`src/rtl/clock_tap_select.sv`:
```
// Glitch-free run-time selector between the /2, /4 and /8 divider taps.
// A switch drains the old tap's high phase, then waits for the new tap to go low.
module clock_tap_select #(
    parameter int         CNT_W     = 16,
    parameter logic [1:0] RESET_SEL = 2'd0
) (
    input  logic             clock,
    input  logic             reset,
    input  logic [2:0]       div_in,
    input  logic [1:0]       sel,
    input  logic             sel_valid,
    output logic             sel_ready,
    output logic             clk_out,
    output logic             rise_strobe,
    output logic [1:0]       active_sel,
    output logic             busy,
    output logic [CNT_W-1:0] edge_count
);

    typedef enum logic [1:0] {
        RUN,
        DRAIN_OLD,
        FILL_NEW
    } state_t;

    state_t     state;
    logic [1:0] pending_sel;
    logic       active_tap;
    logic       clk_next;

    // Encoding 3 means "off": the tap reads as a constant 0.
    function automatic logic tap_of(input logic [2:0] taps, input logic [1:0] s);
        case (s)
            2'd0:    return taps[0];
            2'd1:    return taps[1];
            2'd2:    return taps[2];
            default: return 1'b0;
        endcase
    endfunction

    // NOTE: every combinational output gets a value on every path, so no latch is inferred.
    always_comb begin
        active_tap = tap_of(div_in, active_sel);
        clk_next   = (state == FILL_NEW) ? 1'b0 : active_tap;
    end

    assign sel_ready = (state == RUN);
    assign busy      = ~sel_ready;

    // NOTE: state uses non-blocking assignments so every register samples pre-edge values.
    always_ff @(posedge clock or negedge reset) begin
        if (!reset) begin
            state       <= RUN;
            active_sel  <= RESET_SEL;
            pending_sel <= RESET_SEL;
            clk_out     <= 1'b0;
            rise_strobe <= 1'b0;
            edge_count  <= '0;
        end else begin
            clk_out     <= clk_next;
            rise_strobe <= clk_next & ~clk_out;
            edge_count  <= edge_count + CNT_W'(rise_strobe);

            case (state)
                RUN: begin
                    if (sel_valid && (sel != active_sel)) begin
                        pending_sel <= sel;
                        state       <= DRAIN_OLD;
                    end
                end
                DRAIN_OLD: begin
                    // A low sample means the old high phase has fully ended.
                    if (!active_tap) begin
                        active_sel <= pending_sel;
                        state      <= FILL_NEW;
                    end
                end
                FILL_NEW: begin
                    // Resume only from a low sample so the first high phase is complete.
                    if (!active_tap) begin
                        state <= RUN;
                    end
                end
                default: state <= RUN;
            endcase
        end
    end

endmodule

```
`config.mk`:
```
export PLATFORM = sky130hd
export DESIGN_NAME = clock_tap_select
export DESIGN_NICKNAME = d
export VERILOG_FILES = /design/src/rtl/clock_tap_select.sv
export SDC_FILE = /design/constraint.sdc
export NUM_CORES = 1
export LEC_CHECK = 0
export CAP_MARGIN = 20
export CORE_MARGIN = 2
export CORE_UTILIZATION = 49
export DETAILED_ROUTE_END_ITERATION = 7
export GPL_TIMING_DRIVEN = 0
export PLACE_DENSITY = 0.82
export RECOVER_POWER = 100
export SYNTH_ARGS = -nofsm -noshare
export SYNTH_HDL_FRONTEND = slang
export SYNTH_SLANG_ARGS = --single-unit
```
`constraint.sdc`:
```
create_clock -name clock -period 2.3 [get_ports clock]
set_clock_uncertainty 0.05 [all_clocks]
set_input_delay 0.46 -clock clock [delete_from_list [all_inputs] [get_ports clock]]
set_output_delay 0.46 -clock clock [all_outputs]
set_load 0.05 [all_outputs]
```
==> impl_metrics.yaml, run 1 <==
critical_path:
  cp_slowest_cell: "dlygate4sd3_1"
  worstRegToRegCells: 6
  regToRegSetupSlack_ps: 640
  rr_startpoint: "edge_count[0]$_DFF_PN0_"
  critical_path.top_delay_family: "buffers and inverters"
  crit_path_start: "active_sel[0]$_DFFE_PN0P_"
  crit_chain: "dlygate4sd3_1"
  crit_type: "reg -> out"
  r2r-end: "edge_count[12]$_DFF_PN0_"
  worst-path-buf-inv: 1
  worstPathArrival_ps: 1690
  cp.depth: 1
  start_kind: "flop"
  path_max_fanout: 6
  cpPeakStageDelay_ps: 910
  required_ps: 1790
  setup.worst_path.end: "active_sel[0]"
  end_kind: "primary output"
clock_tree:
  cts_root_buf: "clkbuf_4"
  cts_sinks: 24
  clock_path_buffers: 2
  htreeDepth: 1
  insertion_delay_ps: 310
  postCtsHoldBufs: 0
  cts_tree: "built"
  numCtsBuffers: 3
  cts_setup_buffers: 0
  path_clk_slew_ps: 120
pwr:
  powerDensity_mw_per_mm2: 1170
  net-switching-power_uw: 743.2
  p_comb_share_pct: 47.1
  p_leak_uw: 0.0006717
  p_seq_share_pct: 39.7
  peakVddDrop_v: 0.001100
  p_int_uw: 889.3
  swShare_pct: 45.52
  clkPwrFrac_pct: 13.2
placed_design:
  portBuffers: 29
  place_ws_ps: 358.5
  place_inst: 141
  dp_hpwl_um: 1482
  gp_congestion: 0.6946
grt:
  grt_pass1_vias: 836
  grt_pass1_wl_um: 3519
  antenna_found_initial: 0
  overflow: 0
  grt_usage_pct: 18.51
  grt_max_degree: 25
floorplan:
  coreArea_sq_mm: 0.001982
  dieArea_sq_mm: 0.002523
  die_h_um: 50.23
  fp.dieW_um: 50.23
  num_io_pins: 30
  start_util_pct: 52.84
  rows: 16
synth:
  yosysSeqAreaShare_pct: 57.35
  ys_seq_elements: 24
  synth_edf_count: 0
  yosys.area.top_type_share_pct: 57.35
  synth.area.top_cells: "dfrtp_1, xnor2_1, nand3_1"
  yosysUniqueCellTypes: 28
  yosys.area.top_type: "dfrtp_1"
  postSynthAreaPerCell_sq_um: 12.32
  syn_area_sq_mm: 0.001047
  synth_flop_cell: "dfrtp_1"
  yosys.cell_count.top_type: "dfrtp_1"
  ys_warn_count: 0
  synthCells: 85
  async_reset_ff_share_pct: 100.0
  syn-num-nets: 95
  synth_commonest_cells: "dfrtp_1, xnor2_1, nand3_1, inv_1, xor2_1"
layout:
  drive_gt1_share_pct: 10.08
  diodes: 0
  seq_area_sq_um: 600.6
  fin_util_pct: 70.39
  filler_cell_count: 150
  multi_input_area_sq_um: 411.6
  area_growth_syn_to_layout_pct: 33.21
  final_nets: 130
  instances_no_fill: 146
sta:
  drv_slew: 0
  period_needed_ps: 2196
  timing.final.ws_setup_ps: 104.4
  hold_viol_final: 0
  worst_pin_slew_ps: 882.7
  slew_headroom_pct: 41.15
  fmax_mhz: 455.4
  fin_tns_setup_ps: 0
  period_share_pct: 95.46
  rsz0062_at_grt: "no"
  setup_viol: 0
  whs_ps: 389.6
drt:
  dr.first_iter.drc_count: 4
  vias_per_cell: 5.178
  wirelength_um: 1936
  drc: 0
  postRouteAntennaNets: 0
  via_count: 756
  wl_per_cell_um: 13.26
  first_pass_iters: 4
status:
  outcome: "completed"
hold_path:
  hp-class: "reg -> reg"
  worstHoldStart: "clk_out$_DFF_PN0_"
  holdPathStages: 1
job:
  maxCapViolCount: 0
## state kept, by name (all words and copies together), names as in the netlist
signal and flops:
pending_sel 2, active_sel 2, edge_count 16, rise_strobe 1, state 2, clk_out 1
## layer usage
| metal | share of wire [%] | wire length (um) | GRT usage (%) | vias to the layer above |
|---|---|---|---|---|
| met3 | 4.4 | 86 | 2.976 | 5 |
| met5 | 0 | 0 | 0 | - |
| met1 | 42 | 814 | 20.55 | 361 |
| li1 | - | - | - | 360 |
| met2 | 52 | 998 | 34.43 | 30 |
| met4 | 1.9 | 37 | 7.870 | 0 |
## worst min path at each step
stage                                           end  slack, ps
final                         rise_strobe$_DFF_PN0_        390
after global routing          rise_strobe$_DFF_PN0_        400
after CTS                     rise_strobe$_DFF_PN0_        390
after detailed placement      rise_strobe$_DFF_PN0_        380
after global placement        rise_strobe$_DFF_PN0_        370
after floorplan           active_sel[0]$_DFFE_PN0P_        110
## cells in the final DEF, fill, tap and decap left out, types with 3 or more instances in the layout
master and n:
nor2_1 3, mux2_2 3, dlygate4sd3_1 22, clkbuf_1 4
inv_1 5, xor2_1 4, dfrtp_1 24, clkdlybuf4s50_1 5
nand3_1 7, xnor2_1 11, clkbuf_4 3
## final cells by class
| cell class | instances | share of cell area (%) |
|---|---|---|
| inverter | 5 | 1.345 |
| clock buffer | 4 | 2.601 |
| timing repair buffer | 30 | 20.54 |
| sequential | 24 | 43.05 |
| buffer | 2 | 0.5381 |
| multi-input combinational | 54 | 29.51 |
| tap | 27 | 2.422 |
## metrics by stage
| step | power, uW | cell area [sq um] |
|---|---|---|
| global placement | 1457 | 1371 |
| global route | 1722 | 1395 |
| floorplan | 1199 | 1047 |
| finish | 1632 | 1395 |
| CTS | 1702 | 1406 |
| detailed placement | 1485 | 1371 |
## power groups by stage
stage	Sequential [uW]	Combinational [uW]	Clock, uW
after floorplan	914	285	0
after global placement	647	809	0
after detailed placement	654	831	0
after CTS	650	827	225
after global routing	669	816	237
final	648	769	216
## timing repair
action                                  CTS  global route
pin swaps                                 0             0
resized for setup                         1             1
endpoints found under the setup margin    1             1
## cells by family (layout without fill, tap and decap cells)
group | count (synthesis) | after routing | synth area share (%)
adder cells (fa/ha/maj) | 2 | 2 | 2.389
multiplexers | 4 | 4 | 4.181
AND/OR/NAND/NOR | 25 | 25 | 14.93
AO/OA/AOI/OAI | 8 | 8 | 5.616
buffers and inverters | 7 | 41 | 2.987
XOR/XNOR | 15 | 15 | 12.54
flip-flops | 24 | 24 | 57.35
(Power assumes the default switching activity.)
==> run 2: changes to the inputs <==
--- a/config.mk
+++ b/config.mk
@@ -10,7 +10,8 @@
 export CORE_UTILIZATION = 49
 export DETAILED_ROUTE_END_ITERATION = 7
 export GPL_TIMING_DRIVEN = 0
-export PLACE_DENSITY = 0.82
+export MAX_ROUTING_LAYER = met4
+export PLACE_DENSITY_LB_ADDON = 0.12
 export RECOVER_POWER = 100
 export SYNTH_ARGS = -nofsm -noshare
 export SYNTH_HDL_FRONTEND = slang
==> run 2 against run 1 <==
Against the previous run: utilization unchanged; sequential share of layout area unchanged; clock-buffer cell count stayed put; highest routed layer unchanged; largest cell class unchanged.
==> impl_metrics.yaml, run 2 (synthesis gave the netlist of run 1 again) <==
grt:
  antenna_found_initial: 0
  grt_max_degree: 25
  grt_pass1_wl_um: 3180
  overflow: 0
  grt_pass1_vias: 690
  grt_usage_pct: 17.11
drt:
  via_count: 740
  first_pass_iters: 4
  drc: 0
  dr.first_iter.drc_count: 8
  wl_per_cell_um: 12.62
  postRouteAntennaNets: 0
  vias_per_cell: 5.068
  wirelength_um: 1843
sta:
  fmax_mhz: 458.9
  rsz0062_at_grt: "no"
  worst_pin_slew_ps: 1020
  period_needed_ps: 2179
  setup_viol: 0
  drv_slew: 0
  fin_tns_setup_ps: 0
  hold_viol_final: 0
  period_share_pct: 94.75
  slew_headroom_pct: 32.00
  timing.final.ws_setup_ps: 120.7
layout:
  final_nets: 130
  area_growth_syn_to_layout_pct: 33.21
  multi_input_area_sq_um: 411.6
  mostFrequentLayoutCells: "dfrtp_1, dlygate4sd3_1, xnor2_1"
  drive_gt1_share_pct: 10.08
  fin_util_pct: 70.39
  mostFrequentLayoutCell: "dfrtp_1"
  diodes: 0
  seq_area_sq_um: 600.6
  regMostFlops: "edge_count"
  largest_reg_flops: 16
  instances_no_fill: 146
  filler_cell_count: 152
pwr:
  p_int_uw: 889.9
  clkPwrFrac_pct: 13.1
  p_leak_uw: 0.0006665
  powerDensity_mw_per_mm2: 1161
  p_seq_share_pct: 39.6
  p_comb_share_pct: 47.2
  peakVddDrop_v: 0.001028
  net-switching-power_uw: 729.7
  swShare_pct: 45.05
  power_uw: 1620
status:
  outcome: "completed"
hold_path:
  hp-class: "in -> async"
floorplan:
  die_h_um: 50.23
  num_io_pins: 30
  coreArea_sq_mm: 0.001982
  dieArea_sq_mm: 0.002523
  rows: 16
  fp.dieW_um: 50.23
  start_util_pct: 52.84
critical_path:
  path_max_fanout: 5
  crit_chain: "dlygate4sd3_1"
  cp_slowest_cell: "dlygate4sd3_1"
  critical_path.top_delay_family: "buffers and inverters"
  cpPeakStageDelay_ps: 910
  worstPathArrival_ps: 1670
  crit_type: "reg -> out"
  end_kind: "primary output"
  worst-path-buf-inv: 1
  required_ps: 1790
  start_kind: "flop"
clock_tree:
  clock_path_buffers: 2
  insertion_delay_ps: 300
  cts_tree: "built"
  cts_root_buf: "clkbuf_4"
  path_clk_slew_ps: 120
  postCtsHoldBufs: 0
  htreeDepth: 1
  cts_setup_buffers: 0
  numCtsBuffers: 3
  cts_sinks: 24
placed_design:
  portBuffers: 29
  place_inst: 141
  dp_hpwl_um: 1354
  place_ws_ps: 344.4
  gp_congestion: 0.7758
job:
  maxCapViolCount: 0
run 2: changes by cell type in the layout (fill, tap and decap cells not counted):
cell / change
dlygate4sd3_1: -2
clkdlybuf4s50_1: +2
run 2: power by group through the flow:
stage	Clock [uW]	Combinational, uW	Sequential [uW]
global placement	0	815	646
floorplan	0	285	914
finish	213	765	642
global route	248	810	661
CTS	223	817	645
detailed placement	0	823	655
run 2: path summary, 6_finish.rpt:
kind                                    startpoint  slack, ps                       end  depth (start not counted)
setup / recovery           edge_count[7]$_DFF_PN0_        120             edge_count[7]                          1
hold / removal                               reset        380     rise_strobe$_DFF_PN0_                          1
setup reg to reg           edge_count[0]$_DFF_PN0_        660  edge_count[12]$_DFF_PN0_                          6
hold reg to reg                  clk_out$_DFF_PN0_        390     rise_strobe$_DFF_PN0_                          1
max in group asynchronous                    reset        620  edge_count[13]$_DFF_PN0_                          2
min in group clock               clk_out$_DFF_PN0_        390     rise_strobe$_DFF_PN0_                          1
run 2: metal layers:
layer / GRT usage (%) / vias up / share of wire [%]
met1: 23.32 / 353 / 48
li1: - / 362 / -
met3: 2.679 / 4 / 5.9
met4: 5.556 / 0 / 1.2
met5: - / - / 0
met2: 26.32 / 21 / 45
run 2: repair_timing:
item,in CTS,in global routing
resized for setup,1,1
hold endpoints to repair,0,0
endpoints found under the setup margin,1,1
run 2: layout make-up:
| type | count | share of cell area [%] |
|---|---|---|
| flip-flops and latches | 24 | 43.05 |
| inverters | 5 | 1.345 |
| repair buffers | 30 | 20.54 |
| well taps | 27 | 2.422 |
| multi-input cells | 54 | 29.51 |
| plain buffers | 2 | 0.5381 |
| clock buffers | 4 | 2.601 |
run 2: through the flow:
stage                     hold WS, ps  area [sq um]
after floorplan                 114.4          1047
after global placement          373.0          1371
after detailed placement        386.8          1371
after CTS                       404.2          1406
after global routing            372.8          1395
final                           381.4          1395
